===== config.mk =====
export PLATFORM = sky130hd
export DESIGN_NAME = uart_piso
export DESIGN_NICKNAME = d
export VERILOG_FILES = /design/src/rtl/uart_pkg.sv /design/src/rtl/uart_baud_cnt.sv /design/src/rtl/uart_piso.sv
export SDC_FILE = /design/constraint.sdc
export NUM_CORES = 1
export LEC_CHECK = 0
export ABC_AREA = 1
export BUFFER_PORTS_ARGS = -buffer_cell sky130_fd_sc_hd__buf_2
export CORE_MARGIN = 10
export CORE_UTILIZATION = 31
export DETAILED_ROUTE_END_ITERATION = 16
export HOLD_SLACK_MARGIN = 0.05
export PLACE_DENSITY = 0.53
export SYNTH_ARGS = -nofsm -noshare
export SYNTH_HDL_FRONTEND = slang
export SYNTH_SLANG_ARGS = --single-unit

===== constraint.sdc =====
create_clock -name clk -period 1.7 [get_ports clk]
set_input_delay 0.17 -clock clk [delete_from_list [all_inputs] [get_ports clk]]
set_output_delay 0.17 -clock clk [all_outputs]
set_load 0.01 [all_outputs]

===== src/rtl/uart_pkg.sv =====
`default_nettype none
// +----------------------------------------------------------------------------+
// | Module      : uart_pkg                                                     |
// | Description : Shared UART types and constants for the transmit and         |
// |               receive ends of the link.                                    |
// | Revision    : 1.0 - initial release                                        |
// +----------------------------------------------------------------------------+
package uart_pkg;

   typedef enum logic [2:0] {
      IDLE   = 3'd0,
      START  = 3'd1,
      DATA   = 3'd2,
      PARITY = 3'd3,
      STOP   = 3'd4
   } uart_state_t;

   localparam int   UART_DATA_W    = 8;
   localparam logic UART_START_BIT = 1'b0;
   localparam logic UART_STOP_BIT  = 1'b1;

   function automatic logic uart_parity(input logic [UART_DATA_W-1:0] byte_val,
                                        input logic                   odd);
      return (^byte_val) ^ odd;
   endfunction

endpackage
`default_nettype wire


===== src/rtl/uart_baud_cnt.sv =====
`default_nettype none
// +----------------------------------------------------------------------------+
// | Module      : uart_baud_cnt                                                |
// | Description : Per-bit clock counter; flags the last and second-to-last     |
// |               clock of every serial bit.                                   |
// | Revision    : 1.0 - initial release                                        |
// +----------------------------------------------------------------------------+
module uart_baud_cnt #(
   parameter int CLKS_PER_BIT = 8
) (
   input  logic clk,
   input  logic rst,
   input  logic clr,
   output logic bit_end,
   output logic bit_pre_end
);

   localparam int CNT_W = (CLKS_PER_BIT > 1) ? $clog2(CLKS_PER_BIT) : 1;
   localparam logic [CNT_W-1:0] CNT_LAST = CNT_W'(CLKS_PER_BIT - 1);
   localparam logic [CNT_W-1:0] CNT_PRE  = CNT_W'(CLKS_PER_BIT - 2);

   logic [CNT_W-1:0] cnt_q;
   logic [CNT_W-1:0] cnt_d;

   assign bit_end     = (cnt_q == CNT_LAST);
   assign bit_pre_end = (cnt_q == CNT_PRE);

   always_comb begin
      cnt_d = cnt_q + CNT_W'(1);
      if (clr || bit_end) begin
         cnt_d = '0;
      end
   end

   always_ff @(posedge clk) begin
      if (rst) begin
         cnt_q <= '0;
      end else begin
         cnt_q <= cnt_d;
      end
   end

endmodule
`default_nettype wire


===== src/rtl/uart_piso.sv =====
`default_nettype none
// +----------------------------------------------------------------------------+
// | Module      : uart_piso                                                    |
// | Description : UART transmitter, 8-bit byte out LSB-first with start bit,   |
// |               optional parity bit (macro UART_PISO_PARITY_EN) and stop bit.|
// | Revision    : 1.0 - initial release                                        |
// +----------------------------------------------------------------------------+
module uart_piso
   import uart_pkg::*;
#(
   parameter int CLKS_PER_BIT = 8,
   parameter int PARITY_ODD   = 0
) (
   input  logic                   clk,
   input  logic                   rst,
   input  logic [UART_DATA_W-1:0] data_in,
   input  logic                   send,
   output logic                   data_tx,
   output logic                   busy,
   output logic                   tx_done
);

   uart_state_t            state_q, state_d;
   logic [UART_DATA_W-1:0] shift_q, shift_d;
   logic [2:0]             bit_cnt_q, bit_cnt_d;
   logic                   data_tx_q, data_tx_d;
   logic                   busy_q, busy_d;
   logic                   tx_done_q, tx_done_d;
   logic                   accept;
   logic                   cnt_clr;
   logic                   bit_end;
   logic                   bit_pre_end;

`ifdef UART_PISO_PARITY_EN
   logic parity_q, parity_d;
`else
   logic unused_cfg;
   assign unused_cfg = (PARITY_ODD != 0);
`endif

   // busy_q is low only in IDLE and the final stop clock, so accept can only fire there.
   assign accept  = send & ~busy_q;
   assign cnt_clr = (state_q == IDLE);

   uart_baud_cnt #(
      .CLKS_PER_BIT (CLKS_PER_BIT)
   ) u_baud_cnt (
      .clk         (clk),
      .rst         (rst),
      .clr         (cnt_clr),
      .bit_end     (bit_end),
      .bit_pre_end (bit_pre_end)
   );

   always_comb begin
      state_d   = state_q;
      shift_d   = shift_q;
      bit_cnt_d = bit_cnt_q;
      data_tx_d = data_tx_q;
      busy_d    = busy_q;
      tx_done_d = 1'b0;
`ifdef UART_PISO_PARITY_EN
      parity_d  = parity_q;
`endif

      case (state_q)
         IDLE: begin
            data_tx_d = UART_STOP_BIT;
            busy_d    = 1'b0;
         end
         START: begin
            if (bit_end) begin
               state_d   = DATA;
               data_tx_d = shift_q[0];
               shift_d   = shift_q >> 1;
               bit_cnt_d = 3'd0;
            end
         end
         DATA: begin
            if (bit_end) begin
               if (bit_cnt_q == 3'd7) begin
                  bit_cnt_d = 3'd0;
`ifdef UART_PISO_PARITY_EN
                  state_d   = PARITY;
                  data_tx_d = parity_q;
`else
                  state_d   = STOP;
                  data_tx_d = UART_STOP_BIT;
`endif
               end else begin
                  bit_cnt_d = bit_cnt_q + 3'd1;
                  data_tx_d = shift_q[0];
                  shift_d   = shift_q >> 1;
               end
            end
         end
         PARITY: begin
`ifdef UART_PISO_PARITY_EN
            if (bit_end) begin
               state_d   = STOP;
               data_tx_d = UART_STOP_BIT;
            end
`else
            state_d   = IDLE;
            data_tx_d = UART_STOP_BIT;
            busy_d    = 1'b0;
`endif
         end
         STOP: begin
            // Registered outputs look one clock ahead into the final stop clock.
            if (bit_pre_end) begin
               busy_d    = 1'b0;
               tx_done_d = 1'b1;
            end
            if (bit_end) begin
               state_d = IDLE;
            end
         end
         default: begin
            state_d   = IDLE;
            data_tx_d = UART_STOP_BIT;
            busy_d    = 1'b0;
         end
      endcase

      if (accept) begin
         state_d   = START;
         shift_d   = data_in;
         bit_cnt_d = 3'd0;
         data_tx_d = UART_START_BIT;
         busy_d    = 1'b1;
`ifdef UART_PISO_PARITY_EN
         parity_d  = uart_parity(data_in, (PARITY_ODD != 0));
`endif
      end
   end

   always_ff @(posedge clk) begin
      if (rst) begin
         state_q   <= IDLE;
         shift_q   <= '0;
         bit_cnt_q <= 3'd0;
         data_tx_q <= UART_STOP_BIT;
         busy_q    <= 1'b0;
         tx_done_q <= 1'b0;
`ifdef UART_PISO_PARITY_EN
         parity_q  <= 1'b0;
`endif
      end else begin
         state_q   <= state_d;
         shift_q   <= shift_d;
         bit_cnt_q <= bit_cnt_d;
         data_tx_q <= data_tx_d;
         busy_q    <= busy_d;
         tx_done_q <= tx_done_d;
`ifdef UART_PISO_PARITY_EN
         parity_q  <= parity_d;
`endif
      end
   end

   assign data_tx = data_tx_q;
   assign busy    = busy_q;
   assign tx_done = tx_done_q;

endmodule
`default_nettype wire


==> summary.md, run 1 <==
| Metric | Value |
|---|---|
| Status | finished, final reports clean |
| Fillers | ~350 |
| Fin. max-slew vios | 0 |
| Worst setup path class | flip-flop to flip-flop |
| Synth-to-layout area growth | 15.2% |
| Drc violations | 0 |
| # clock sinks | 20 |
| CP Cell Sequence | ha_1, ha_1, inv_1, nand3_1, nand3_1, nand2_4, o21ai_0, nor2_1 |
| Synthesized area | between 900 and 1000 µm² |
| Critical path launch point type | flip-flop |
| Post-synth top area cell | dfxtp_1 |
| Antenna violations before repair | 0 |
| First-pass GRT wire length | approximately 3.7 mm |
| Unrepaired setup endpoints after global routing | false |
| Placed insts | 197 |
| # Max-Cap Violations | 0 |
| CP Data Required Time | 1.90 ns |
| Pwr dens | 810 nW/µm² |
| CTS tree | yes |
| Post-CTS Resized | 0 |
| Max Fclk | 0.661 GHz |
| Initial DRT Pass Iterations | 4 |
| Bufs and invs on worst path | 1 |
| Tot GR Track Use | 8.28% |
| PortBufs | 13 |
| Critical path's slowest cell | dfxtp_1 |
| Sequential-to-total area share from yosys stat | 41.3% |
| Aggregate routed wire length | 2.04 mm |
| Top cells by area, synth | dfxtp_1 (41%), nand2_1 (15%), nor2_1 (8.9%) |
| Worst-Margin Slew | around 0.28 ns |
| Total gr overflow | 0 |
| Post-Syn Instances | 140 |
| Final Hold Viols | 0 |
| Path category of the worst min-delay check | input pin to flip-flop |
| Max stage delay on crit path | 0.34 ns |
| Capturing element type of the critical path | flip-flop |
| Worst-path clk slew | 0.11 ns |
| Synth cell types | 20 |
| Max rail drop VDD | around 0.35 mV |
| Starting DRT DRC Count | 15 |
| Worst-path maximum fanout | 9 |
| CORE AREA | 3030 µm² |
| Vias per cell | 4.46 |
| Largest net degree at the start of global routing | 11 |
| Final cell count without fillers | 200 |
| CTS Root Cell | clkbuf_4 |
| Final period util | 89.0% |
| Starting Density | 32.0% |
| Post-route setup TNS | 0 ns |
| Floorplan row count | 20 |
| Flops & latches, synth | 20 |
| Ys Warns | 0 |
| H-tree Lvls | 1 |
| Final HPWL DP | ~1.7 mm |
| Final Net Count | 174 |
| Setup crit start | bit_cnt_q[0] |
| Hold Crit Start | data_in[7] |
| Num CTS Buffers | 3 |
| DIE AREA | 5760 µm² |
| Avg Inst Size Synth | 6.92 µm² |
| CP arrival | roughly 1.7 ns |
| N_diodes | 0 |
| Final setup fails | 0 |
| Final Wtd Congestion | 0.849 |
| Post-route antenna net violation count | 0 |
| CTS Hold Bufs | 0 |
| Post-CTS setup buffers | 0 |
| Worst skew pair latency | 0.29 ns |
| Placed cell areas | 1090 µm² |
| Vias in the first global route | between 900 and 1,000 |
| Leakage | between 0.0005 and 0.0006 µW |
| Tmin final | 1.51 ns |
| Die Ht | 75.9 µm |
| Slew HR | between 80% and 90% |
| Fin area | 1120 µm² |
| Layout cell share with drive strength beyond 1 | 16.7% |
| Clock skew | 0.00869 ns |
| Die W | about 76 µm |
| CP top delay family | simple AND/OR/NAND/NOR gates |
| Max Root-Sink Buffers | 2 |
| Crit Reg-Reg Startpoint | bit_cnt_q[0] |
| Yosys top cell area share | 41.3% |
| Top Ports | 14 |
| Net Count, Synth | approximately 160 |
| Vias post-DR | roughly 900 |
| Routed WL per cell | about 10 µm |
layout by cell type, fill, tap and decap left out, types with 2 or more instances in the layout:
cell,n
nand2_1,39
buf_2,13
o21ai_0,10
ha_1,5
inv_1,14
nor2_1,23
buf_4,2
dfxtp_1,20
nor2_2,2
a21oi_1,7
nand2_2,2
clkbuf_4,3
nand3_1,7
layout make-up:
cell class | count | area [µm²] | share of cell area [%]
Inverter | 16 | 62.6 | 5.61
Timing Repair Buffer | 15 | 80.1 | 7.17
Tap cell | 44 | 55.1 | 4.93
Multi-Input combinational cell | 102 | 495 | 44.4
Clock buffer | 3 | 22.5 | 2.02
Sequential cell | 20 | 400 | 35.9
final timing paths:
kind,slack [ns],end,depth (start not counted)
worst max-delay path,0.19,shift_q[3],8
worst max register to register,0.19,shift_q[3],8
worst min-delay path,0.13,shift_q[7],3
worst min register to register,0.46,u_baud_cnt.cnt_q[0],1
metrics by stage:
stage / hold WS (ns) / power (µW) / setup WS, ns / util [%]
after detailed placement: 0.435 / 701 / 0.192 / 36.1
after global placement: 0.431 / 698 / 0.233 / 36.1
final: 0.130 / 903 / 0.187 / 36.9
after CTS: 0.117 / 918 / 0.188 / 36.9
after global routing: 0.147 / 965 / 0.0396 / 36.9
after floorplan: 0.239 / 649 / 0.316 / -
worst register-to-register path, cell delays in order (launching register included):
cell	delay (ns)
dfxtp_1	0.34
ha_1	0.21
ha_1	0.17
inv_1	0.07
nand3_1	0.14
nand3_1	0.15
nand2_4	0.10
o21ai_0	0.19
nor2_1	0.06
state kept, by name, summed over array words and instances (netlist names):
name              count
shift_q               8
bit_cnt_q             3
state_q               3
u_baud_cnt.cnt_q      3
busy                  1
data_tx               1
tx_done               1
cells in the mapped netlist:
master / count
a21oi_1: 7
a31oi_1: 1
buf_2: 2
dfxtp_1: 20
ha_1: 5
inv_1: 14
inv_2: 1
inv_4: 1
nand2_1: 39
nand2_2: 2
nand2_4: 1
nand3_1: 7
nand3_2: 1
nand4_1: 1
nor2_1: 23
nor2_2: 2
nor3_1: 1
o2111ai_1: 1
o21ai_0: 10
o31ai_1: 1
per-layer routing:
layer	wire [µm]	global-route usage, %	up-vias
li1	-	-	478
met4	19	4.95	0
met5	0	0	-
met2	1030	14.5	14
met3	95	2.21	2
met1	891	8.65	397
power by group:
group | switching [µW] | internal [µW]
registers | 19.8 | 502
logic | 103 | 63.6
clock network | 133 | 82.3
total | 255 | 648
cells by family (layout without fill, tap and decap cells):
group	count (synthesis)	in the layout	synth area share [%]
adders and majority gates	5	5	6.46
and+or+nand+nor	77	77	33.6
AOI/OAI and AO/OA	20	20	11.1
DFF	20	20	41.3
buffers and inverters	18	34	7.49
(Power assumes the default switching activity.)
==> run 2: changes to the inputs <==
- GPL_TIMING_DRIVEN: unset -> 0
- REMOVE_ABC_BUFFERS: unset -> 1
==> run 2 against run 1 <==
Net effect: flip-flop and latch count unchanged; global-route usage down 0.20 points; worst setup slack worse by 0.028 ns; first-iteration DRC count rose to 4.5 times the previous value; critical path depth unchanged; largest cell class unchanged; fmax down 1.8%; via count down 1.6%; critical endpoint is now shift_q[2]; highest routed layer unchanged.
==> summary.md, run 2 (synthesis results as in run 1) <==
| Metric | Value |
|---|---|
| Status | finished, final reports clean |
| Critical path launch point type | flip-flop |
| Slew HR | 78.2% (-3.1 points) |
| Commonest cells after routing, fill and taps aside | nand2_1 (39), nor2_1 (23), dfxtp_1 (20) |
| Floorplan row count | 20 (unchanged) |
| Total gr overflow | 0 (unchanged) |
| Starting Density | 32.0% (unchanged) |
| Post-CTS setup buffers | 0 (unchanged) |
| GRT met3 Usage | 2.08% (-0.13 points) |
| Bufs and invs on worst path | 1 (unchanged) |
| Final Wtd Congestion | 0.767 (-9.6%) |
| Vias in the first global route | 857 (-9.2%) |
| Final Net Count | 172 (-1.1%) |
| Net Sw Frac | 28.7% (+0.40 points) |
| Final HPWL DP | 1.54 mm (-7.2%) |
| Capturing element type of the critical path | flip-flop |
| Worst-Margin Slew | 0.326 ns (+0.0462 ns) |
| Unrepaired setup endpoints after global routing | false |
| Final period util | 90.6% (+1.7 points) |
| CTS Root Cell | clkbuf_4 |
| Tmin final | 1.54 ns (+0.0281 ns) |
| CP arrival | 1.73 ns (+0.02 ns) |
| Most common cell after layout, fill and taps aside | nand2_1 |
| Starting DRT DRC Count | 68 (+53) |
| Max Root-Sink Buffers | 2 (unchanged) |
| CORE AREA | 3030 µm² (unchanged) |
| Leakage | 0.000537 µW (-1.6%) |
| Aggregate routed wire length | 2.02 mm (-0.69%) |
| Fillers | 337 (-3.2%) |
| Largest net degree at the start of global routing | 14 (+3) |
| First-pass GRT wire length | 3.60 mm (-3.4%) |
| Largest register FFs | 8 (unchanged) |
| Routed WL per cell | 10.2 µm (+0.32%) |
| Worst-path clk slew | 0.11 ns (about the same) |
| Vias per cell | 4.43 (-0.58%) |
| Tot GR Track Use | 8.09% (-0.20 points) |
| Pwr dens | 817 nW/µm² (+0.92%) |
| Final Util | 36.5% (-0.33 points) |
| GRT busiest layer | met2 |
| Vias post-DR | 877 (-1.6%) |
| Clock skew | 0.00429 ns (-0.00440 ns) |
| Drc violations | 0 (unchanged) |
| Worst skew pair latency | 0.29 ns (about the same) |
| Fin. max-slew vios | 0 (unchanged) |
| # Max-Cap Violations | 0 (unchanged) |
| Final setup fails | 0 (unchanged) |
| Sequential power share | 57.9% (about the same) |
| Clock power frac | 24.3% (+0.5 points) |
| Part of the power in combinational logic | 17.8% (-0.6 points) |
| Switch Pwr | 259 µW (+1.4%) |
| DIE AREA | 5760 µm² (unchanged) |
| Worst-path maximum fanout | 9 (unchanged) |
| Path category of the worst min-delay check | input pin to flip-flop |
| Largest Register | shift_q |
| Synth-to-layout area growth | 14.2% |
| CTS tree | yes |
| Max Fclk | 0.649 GHz (-1.8%) |
| Top Ports | 14 (unchanged) |
| Max stage delay on crit path | 0.35 ns (about the same) |
| Antenna violations before repair | 0 (unchanged) |
| CP top delay family | simple AND/OR/NAND/NOR gates |
| Dpl ws | 0.0737 ns (-0.118 ns) |
| Slack of the critical path | 0.159 ns (-0.0281 ns) |
| Critical path's slowest cell | dfxtp_1 |
| Max rail drop VDD | 0.384 mV (+8.5%) |
| N_diodes | 0 (unchanged) |
| Die Ht | 75.9 µm (unchanged) |
| Layout cell share with drive strength beyond 1 | 15.6% (-1.1 points) |
| Post-route setup TNS | 0 ns (unchanged) |
| Initial DRT Pass Iterations | 4 (unchanged) |
| Post-route antenna net violation count | 0 (unchanged) |
| Die W | 75.9 µm (unchanged) |
| Met1 Usage GRT | 9.68% (+1.0 points) |
| CTS Hold Bufs | 0 (unchanged) |
| CP Cell Sequence | ha_1, ha_1, inv_1, nand3_1, nand3_1, nand2_4, o21ai_0, nor2_1 |
| Cell internal pwr | 645 µW (-0.54%) |
| R2r setup slk | 0.16 ns (-0.03 ns) |
| # clock sinks | 20 (unchanged) |
| CP Data Required Time | 1.89 ns (about the same) |
| Worst setup path class | flip-flop to flip-flop |
| Post-CTS Resized | 0 (unchanged) |
| Num CTS Buffers | 3 (unchanged) |
| H-tree Lvls | 1 (unchanged) |
| PortBufs | 13 (unchanged) |
| Final Hold Viols | 0 (unchanged) |
| Met2 Usage GRT | 13.2% (-1.3 points) |
## run 2: cell count changes in the layout (fill, tap and decap cells not counted), sizes merged
cell / delta
buf: -2
## run 2: through the flow
| step | area (µm²) | hold slack [ns] | cells | power, µW |
|---|---|---|---|---|
| after floorplan | 958 | 0.239 | 138 | 647 |
| after global placement | 1080 | 0.419 | 195 | 691 |
| after detailed placement | 1080 | 0.431 | 195 | 696 |
| after CTS | 1100 | 0.0942 | 198 | 918 |
| after global routing | 1110 | 0.129 | 198 | 965 |
| final | 1110 | 0.110 | 198 | 904 |
## run 2: layout make-up
class / instances / area (µm²) / share of cell area [%]
Clock buffer: 3 / 22.5 / 2.04
Inverter: 16 / 62.6 / 5.66
Multi-Input combinational cell: 102 / 500 / 45.2
Sequential cell: 20 / 400 / 36.2
Tap cell: 44 / 55.1 / 4.98
Timing Repair Buffer: 13 / 65.1 / 5.88
## run 2: per-layer routing
metal	share of wire [%]	wire length (µm)
met5	0	0
met1	48	980
met2	48	978
met4	0.94	19
met3	2.2	45
## run 2: final timing paths
path,from,endpoint,cells past startpoint
worst min register to register,u_baud_cnt.cnt_q[0],u_baud_cnt.cnt_q[0],1
worst min-delay path,rst,shift_q[7],2
worst max register to register,bit_cnt_q[0],shift_q[2],8
worst max-delay path,bit_cnt_q[0],shift_q[2],8
## run 2: worst register-to-register path, stage by stage, from the launching register on
cell	delay (ns)
dfxtp_1	0.35
ha_1	0.20
ha_1	0.17
inv_1	0.07
nand3_1	0.16
nand3_1	0.16
nand2_4	0.10
o21ai_0	0.18
nor2_1	0.06
## run 2: power groups by stage
stage / logic (µW) / clock network [µW] / registers [µW]
3_5_place_dp: 162 / 0 / 534
3_3_place_gp: 159 / 0 / 532
4_1_cts: 162 / 233 / 523
2_1_floorplan: 116 / 0 / 532
5_1_grt: 186 / 252 / 527
6_report: 161 / 220 / 523
